### src/rtl/mmul_result_serializer_pkg.sv
// Shared types and helpers for the mmul result serializer.
// State encoding and a clog2 helper that never returns zero.
package mmul_result_serializer_pkg;

  typedef enum logic {
    ST_IDLE   = 1'b0,
    ST_STREAM = 1'b1
  } ser_state_e;

  function automatic int clog2_min1(input int n);
    return (n <= 1) ? 1 : $clog2(n);
  endfunction

endpackage

### src/rtl/mmul_rc_counter.sv
// Row/column walker for an RA x CB matrix, row-major order.
// Clear has priority over enable; wraps to (0,0) after the last cell.
module mmul_rc_counter
  import mmul_result_serializer_pkg::*;
#(
  parameter int RA = 2,
  parameter int CB = 2
) (
  input  logic                      clk,
  input  logic                      rst,
  input  logic                      clr_i,
  input  logic                      en_i,
  output logic [clog2_min1(RA)-1:0] row_o,
  output logic [clog2_min1(CB)-1:0] col_o,
  output logic                      last_o
);

  localparam int RW = clog2_min1(RA);
  localparam int CW = clog2_min1(CB);
  localparam logic [RW-1:0] RMAX = RW'(RA - 1);
  localparam logic [CW-1:0] CMAX = CW'(CB - 1);

  logic [RW-1:0] row_q, row_d;
  logic [CW-1:0] col_q, col_d;

  always_comb begin
    row_d = row_q;
    col_d = col_q;
    if (clr_i) begin
      row_d = '0;
      col_d = '0;
    end else if (en_i) begin
      if (col_q == CMAX) begin
        col_d = '0;
        row_d = (row_q == RMAX) ? '0 : row_q + 1'b1;
      end else begin
        col_d = col_q + 1'b1;
      end
    end
  end

  always_ff @(posedge clk) begin
    if (rst) begin
      row_q <= '0;
      col_q <= '0;
    end else begin
      row_q <= row_d;
      col_q <= col_d;
    end
  end

  assign row_o  = row_q;
  assign col_o  = col_q;
  assign last_o = (row_q == RMAX) && (col_q == CMAX);

endmodule

### src/rtl/mmul_result_serializer.sv
// Snapshots mmul's flat result bus and streams it row-major.
// MMUL_SER_INDEX_EN adds out_row/out_col element coordinates.
module mmul_result_serializer
  import mmul_result_serializer_pkg::*;
#(
  parameter int RA = 2,
  parameter int CB = 2,
  parameter int W  = 32
) (
  input  logic                      clk,
  input  logic                      rst,
  input  logic [RA*CB*W-1:0]        C,
  input  logic                      completed,
  output logic [W-1:0]              out_data,
  output logic                      out_valid,
  input  logic                      out_ready,
  output logic                      out_last,
`ifdef MMUL_SER_INDEX_EN
  output logic [clog2_min1(RA)-1:0] out_row,
  output logic [clog2_min1(CB)-1:0] out_col,
`endif
  output logic                      busy,
  output logic                      done,
  output logic                      overrun
);

  localparam int N  = RA * CB;
  localparam int IW = clog2_min1(N);
  localparam int RW = clog2_min1(RA);
  localparam int CW = clog2_min1(CB);

  ser_state_e state_q, state_d;
  logic [N*W-1:0] snap_q, snap_d;
  logic cmp_q;
  logic ovr_q, ovr_d;
  logic done_q, done_d;

  logic          rise, xfer, valid;
  logic          cnt_clr, cnt_en, cnt_last;
  logic [RW-1:0] row;
  logic [CW-1:0] col;
  logic [IW-1:0] idx;

  mmul_rc_counter #(
    .RA(RA),
    .CB(CB)
  ) u_rc (
    .clk   (clk),
    .rst   (rst),
    .clr_i (cnt_clr),
    .en_i  (cnt_en),
    .row_o (row),
    .col_o (col),
    .last_o(cnt_last)
  );

  assign idx   = IW'(row) * IW'(CB) + IW'(col);
  assign rise  = completed & ~cmp_q;
  assign valid = (state_q == ST_STREAM);
  assign xfer  = valid & out_ready;

  always_comb begin
    state_d = state_q;
    snap_d  = snap_q;
    ovr_d   = ovr_q;
    done_d  = 1'b0;
    cnt_clr = 1'b0;
    cnt_en  = 1'b0;
    unique case (state_q)
      ST_IDLE: begin
        if (rise) begin
          snap_d  = C;
          cnt_clr = 1'b1;
          state_d = ST_STREAM;
        end
      end
      ST_STREAM: begin
        if (xfer && cnt_last) begin
          done_d  = 1'b1;
          cnt_clr = 1'b1;
          // A completion landing on the final handshake restarts seamlessly
          if (rise) snap_d = C;
          else state_d = ST_IDLE;
        end else begin
          cnt_en = xfer;
          if (rise) ovr_d = 1'b1;
        end
      end
      default: state_d = ST_IDLE;
    endcase
  end

  always_ff @(posedge clk) begin
    if (rst) begin
      state_q <= ST_IDLE;
      snap_q  <= '0;
      cmp_q   <= 1'b0;
      ovr_q   <= 1'b0;
      done_q  <= 1'b0;
    end else begin
      state_q <= state_d;
      snap_q  <= snap_d;
      cmp_q   <= completed;
      ovr_q   <= ovr_d;
      done_q  <= done_d;
    end
  end

  assign out_valid = valid;
  assign out_data  = valid ? snap_q[W*idx +: W] : '0;
  assign out_last  = valid & cnt_last;
  assign busy      = valid;
  assign done      = done_q;
  assign overrun   = ovr_q;

`ifdef MMUL_SER_INDEX_EN
  assign out_row = valid ? row : '0;
  assign out_col = valid ? col : '0;
`endif

endmodule

### config.mk
export PLATFORM = sky130hd
export DESIGN_NAME = mmul_result_serializer
export DESIGN_NICKNAME = d
export VERILOG_FILES = /design/src/rtl/mmul_result_serializer_pkg.sv /design/src/rtl/mmul_rc_counter.sv /design/src/rtl/mmul_result_serializer.sv
export SDC_FILE = /design/constraint.sdc
export NUM_CORES = 1
export LEC_CHECK = 0
export CORE_MARGIN = 2
export CORE_UTILIZATION = 48
export CTS_BUF_LIST = sky130_fd_sc_hd__clkbuf_8
export CTS_CLUSTER_SIZE = 12
export DETAILED_ROUTE_END_ITERATION = 7
export PLACE_DENSITY = 0.91
export SLEW_MARGIN = 20
export SYNTH_ARGS = -nofsm -noshare
export SYNTH_HDL_FRONTEND = slang
export SYNTH_SLANG_ARGS = --single-unit
### constraint.sdc
create_clock -name clk -period 1.9 [get_ports clk]
set_input_delay 0.38 -clock clk [delete_from_list [all_inputs] [get_ports clk]]
set_output_delay 0.38 -clock clk [all_outputs]
set_load 0.05 [all_outputs]
==> flow_summary.ini, run 1 <==
[global_route]
antenna_found_initial = 0
grt_first_pass_wirelength_mm = 21.6
grt_max_degree = 57
grt_pass1_vias = 4280
grt_usage_pct = 24.2
overflow = 0

[yosys]
ys_warn_count = 0
synth_top_family_by_area = compound AO/OA/AOI/OAI gates
synth-simple-area-share_pct = 5.03
synth_cell_types = 22
postSynthCellCount = 389
ys_seq_area_share_pct = 51.3
synth-edff-count = 0
synth_most_common_cell = dfxtp_1
synth_ff_type = dfxtp_1
synth_top_area_share_pct = 51.3
synthTopCellsByArea = dfxtp_1 (51%), a22o_1 (21%), mux4_2 (14%)
synth_xor_area_share_pct = 0
synth_fa_ha_area_share_pct = 0
muxShareOfSynthArea_pct = 14.2
synth-compound-area-share_pct = 22.6
netlist_area_mm2 = 0.00523
synth_top_area_cell = dfxtp_1
async_flop_share_pct = 0
ys_seq_elements = 134
synthTopCellsByCount = dfxtp_1 (134), a22o_1 (128), and2_1 (32), mux4_2 (32), buf_6 (23)
synth_nets = 521
syn_area_per_cell_um2 = 13.4

[route]
viasPerCell = 5.69
vias = 4043
wire_per_inst_um = 19.7
antenna_left = 0
detail_route.wirelength_mm = 14.0
drt_iter0_markers = 249
drt_first_pass_iters = 5
drc = 0

[layout]
areaGrowthSynthToFinish_pct = 46.8
fin_cells = 710
fin_nets = 690
antenna_cells = 0
layout-drive-gt1-share_pct = 28.4
nFillCells = 738
final_area_mm2 = 0.00767

[outcome]
violations = negative setup slack
outcome = finished, violations left

[worst_hold_path]
hp-start = snap_q[95]$_SDFFE_PP0P_
hold_class = flip-flop to flip-flop
hold-path-endpoint = snap_q[95]$_SDFFE_PP0P_
holdPathStages = 1

[power]
p_per_area_mw_per_mm2 = 869
p_leak_nw = 3.04
irDropWorstVdd_v = 0.000424

[place]
dp_cells = 677
place_area_mm2 = 0.00703
place_congestion = 0.735
place_hpwl_mm = 9.29
placement.io_buffers = 168

[timing]
min_period_ns = 2.24
worst_slack_ns = -0.341
slew_headroom_pct = 73.8
min_period_over_period_pct = 118
fmax_ghz = 0.446
tightest_slew_ns = 0.392
rsz0062_at_grt = true
hold_violations = 0
setup_viol = 32
finClkSkew_ns = 0.00836
drv_slew = 0

[critical_path]
r2r-start = u_rc.col_o$_SDFFE_PP0P_
arrival_ns = 1.86
crit_fanout = 14
ff2ff_setup_slack_ns = 0.12
cp-start-kind = flip-flop
worstSetupEndpointType = primary output
rr_worst_depth = 7
cp_data_required_time_ns = 1.52
r2r-end = snap_q[48]$_SDFFE_PP0P_
worst-setup-path-type = flip-flop to primary output

[floorplanning]
start_util_pct = 48.7
pin_count = 169
rows = 38
die_area_mm2 = 0.0117
fp.dieW_um = 108
die_h_um = 108
core_mm2 = 0.0107

[clocking]
clock_latency_ns = 0.43
ctsHtreeMaxLevel = 4
cts_buffer_depth = 2
clkTransAtPathRegs_ns = 0.08
cts_sinks = 134
cts_tree = done
cts_buffers = 17
holdBufCountCts = 0
cts_root_buf = clkbuf_8

[job]
maxCapViolCount = 0
[metrics by stage]
stage | setup TNS, ns | hold WS (ns) | utilization, % | power [mW] | worst slack (ns)
2_1_floorplan | -0.00524 | 0.443 | - | 3.70 | -0.00524
4_1_cts | -10.77 | 0.481 | 71.0 | 6.68 | -0.376
3_5_place_dp | -16.71 | 0.461 | 65.4 | 4.15 | -0.180
3_3_place_gp | -4.64 | 0.453 | 65.4 | 4.10 | -0.0632
6_report | -9.69 | 0.480 | 71.4 | 6.66 | -0.341
5_1_grt | -11.89 | 0.494 | 71.4 | 6.91 | -0.424
[per-layer routing]
layer	wire, um	up-vias	track usage [%]
met5	0	-	0
met4	250	0	8.61
met3	959	22	7.96
met2	7160	154	41.4
met1	5630	2008	28.6
li1	-	1859	-
[worst max-delay path by stage]
stage / from / end / slack (ns)
finish: u_rc.col_o$_SDFFE_PP0P_ / out_data[26] / -0.34
CTS: u_rc.col_o$_SDFFE_PP0P_ / out_data[28] / -0.38
global placement: completed / snap_q[71]$_SDFFE_PP0P_ / -0.06
floorplan: u_rc.col_o$_SDFFE_PP0P_ / out_data[21] / -0.005
global route: u_rc.col_o$_SDFFE_PP0P_ / out_data[23] / -0.42
detailed placement: completed / snap_q[36]$_SDFFE_PP0P_ / -0.18
[cell families after synthesis]
logic type / Yosys count
AOI/OAI and AO/OA: 136
buffers and inverters: 42
DFF: 134
muxes: 34
and+or+nand+nor: 43
[sequential cells by signal (all words and copies together) (netlist names)]
register	count
cmp_q	1
u_rc.col_o	1
busy	1
done	1
u_rc.row_o	1
overrun	1
snap_q	128
[cells in the final DEF (no fill, tap or decap), types with 3 or more instances in the layout]
cell,netlist,final
and2_2,0,10
buf_12,0,14
and2_4,0,22
nor2_1,3,3
clkinv_2,0,4
clkdlybuf4s50_1,0,131
buf_8,0,7
clkbuf_8,0,17
a22o_1,128,128
dfxtp_1,134,131
buf_6,23,26
bufinv_16,0,4
buf_4,6,13
mux4_2,32,32
nor2b_1,3,3
[power breakdown]
group	switching (mW)	internal, mW
Clock	1.10	1.41
Combinational	0.420	0.620
Sequential	0.112	3.00
[repair_timing]
item | CTS | global route
endpoints found under the setup margin | 32 | 52
gates resized for setup | 57 | 6
pin swaps | 0 | 9
setup buffers | 1 | 0
endpoints found under the hold margin | 0 | 0
gates cloned | 0 | 1
[critical path: stages (launching register included)]
cell	delay (ns)
dfxtp_4	0.39
buf_12	0.18
mux4_2	0.50
and2_2	0.21
buf_6	0.15
[final cells by class]
cell class | count | area (um2) | share of cell area, %
flip-flops and latches | 134 | 2690 | 35.0
multi-input cells | 213 | 2280 | 29.7
repair buffers | 192 | 2110 | 27.5
clock buffers | 17 | 234 | 3.05
clock inverters | 14 | 185 | 2.41
well taps | 140 | 175 | 2.28
Note: power is estimated with default switching activity, not from simulation.
==> run 2: changes to the inputs <==
--- a/config.mk
+++ b/config.mk
@@ -5,12 +5,13 @@
 export SDC_FILE = /design/constraint.sdc
 export NUM_CORES = 1
 export LEC_CHECK = 0
-export CORE_MARGIN = 2
+export CORE_MARGIN = 8
 export CORE_UTILIZATION = 48
 export CTS_BUF_LIST = sky130_fd_sc_hd__clkbuf_8
 export CTS_CLUSTER_SIZE = 12
 export DETAILED_ROUTE_END_ITERATION = 7
-export PLACE_DENSITY = 0.91
+export PLACE_DENSITY = 0.82
+export REMOVE_ABC_BUFFERS = 1
 export SLEW_MARGIN = 20
 export SYNTH_ARGS = -nofsm -noshare
 export SYNTH_HDL_FRONTEND = slang
==> flow_summary.ini, run 2 (same netlist as run 1, synthesis figures left out) <==
[floorplanning]
die_h_um = 120
start_util_pct = 48.7
pin_count = 169
fp.dieW_um = 120
rows = 38
core_mm2 = 0.0107
die_area_mm2 = 0.0145

[route]
dr_wl_met3_um = 926
vias = 4027
highest_layer = met4
wire_per_inst_um = 20.4
drt_iter0_markers = 289
viasPerCell = 5.63
antenna_left = 0
drt-met1-wl_mm = 6.00
detail_route.wirelength_mm = 14.6
drc = 0
wl_met2_mm = 7.51
drt_first_pass_iters = 4

[timing]
rsz0062_at_grt = true
fmax_ghz = 0.448
hold_violations = 0
finClkSkew_ns = 0.0143
min_period_over_period_pct = 118
slew_headroom_pct = 67.2
drv_slew = 0
tns_ns = -9.84
worst_slack_ns = -0.333
tightest_slew_ns = 0.494
min_period_ns = 2.23
setup_viol = 32

[clocking]
holdBufCountCts = 0
cts_sinks = 134
cts_buffer_depth = 2
clock_latency_ns = 0.43
cts_root_buf = clkbuf_8
cts_buffers = 17
cts_tree = done
ctsHtreeMaxLevel = 4
clkTransAtPathRegs_ns = 0.07

[global_route]
grt_first_pass_wirelength_mm = 23.8
antenna_found_initial = 0
grt_usage_pct = 20.6
grt_max_degree = 71
grt_pass1_vias = 4535
overflow = 0

[power]
p_leak_nw = 3.09
p_per_area_mw_per_mm2 = 847
irDropWorstVdd_v = 0.000486

[outcome]
violations = negative setup slack
outcome = finished, violations left

[layout]
layout-drive-gt1-share_pct = 29.0
largest_register_ffs = 128
utilization_pct = 72.9
largest_register = snap_q
fin_cells = 715
layout_common_cells = dfxtp_1 (132), clkdlybuf4s50_1 (131), a22o_1 (128)
antenna_cells = 0
areaGrowthSynthToFinish_pct = 49.8
layout_commonest_cell = dfxtp_1
fin_nets = 694

[critical_path]
path_buf_inv = 2
worst-setup-path-type = flip-flop to primary output
cp_data_required_time_ns = 1.52
arrival_ns = 1.85
crit_fanout = 10
cpLargestDelayFamily = multiplexers
crit_chain = buf_12 > mux4_2 > and2_4 > buf_6
critPathMaxStageDelay_ns = 0.51
worstSetupEndpointType = primary output
crit_path_top_delay_cell = mux4_2
cp-start-kind = flip-flop

[job]
maxCapViolCount = 0

[place]
place_hpwl_mm = 9.93
dp_cells = 678
place_congestion = 0.734
placement.io_buffers = 168

[worst_hold_path]
hold_class = flip-flop to flip-flop
-- run 2: cell type report --
cell class / instances / area [um2]
Fill cell: 737 / 2910
Sequential cell: 134 / 2690
Multi-Input combinational cell: 213 / 2300
Timing Repair Buffer: 196 / 2260
Clock buffer: 19 / 262
Tap cell: 140 / 175
Clock inverter: 13 / 155
-- run 2: metal layers --
metal	vias up	track usage [%]
met4	0	7.10
li1	1867	-
met2	141	35.0
met5	-	0
met3	13	6.76
met1	2006	24.0
-- run 2: report_power, final --
part	leakage, nW	internal [mW]	switching, mW
Combinational	1.78	0.643	0.431
Clock	0.207	1.36	1.10
Sequential	1.10	3.00	0.105
Total	3.09	5.00	1.64
-- run 2: metrics by stage --
stage | worst slack [ns] | hold WS, ns | power [mW] | cell area (um2)
floorplan | -4.33 | 0.444 | 3.62 | 4870
global placement | 0.0126 | 0.455 | 4.13 | 7190
detailed placement | -0.0452 | 0.461 | 4.17 | 7190
CTS | -0.436 | 0.479 | 6.68 | 7880
global route | -0.410 | 0.497 | 6.91 | 7830
finish | -0.333 | 0.476 | 6.64 | 7830
-- run 2: timing repair --
item / CTS / global route
gates resized for setup: 57 / 2
cloned: 2 / 0
endpoints found under the setup margin: 33 / 41
buffers inserted: 5 / 0
-- run 2: final timing paths --
path / from / end / depth (start not counted) / slack (ns)
max: u_rc.col_o$_SDFFE_PP0P_ / out_data[16] / 4 / -0.33
min: snap_q[93]$_SDFFE_PP0P_ / snap_q[93]$_SDFFE_PP0P_ / 1 / 0.48
max reg2reg: u_rc.col_o$_SDFFE_PP0P_ / snap_q[19]$_SDFFE_PP0P_ / 7 / 0.15
min reg2reg: snap_q[93]$_SDFFE_PP0P_ / snap_q[93]$_SDFFE_PP0P_ / 1 / 0.48
-- run 2: worst register-to-register path, cell delays in order, from the launching register on --
cell and delay, ns:
dfxtp_4 0.42, buf_12 0.15, buf_4 0.12, nand3_2 0.14
a211oi_4 0.33, buf_12 0.20, buf_12 0.18, a22o_1 0.17
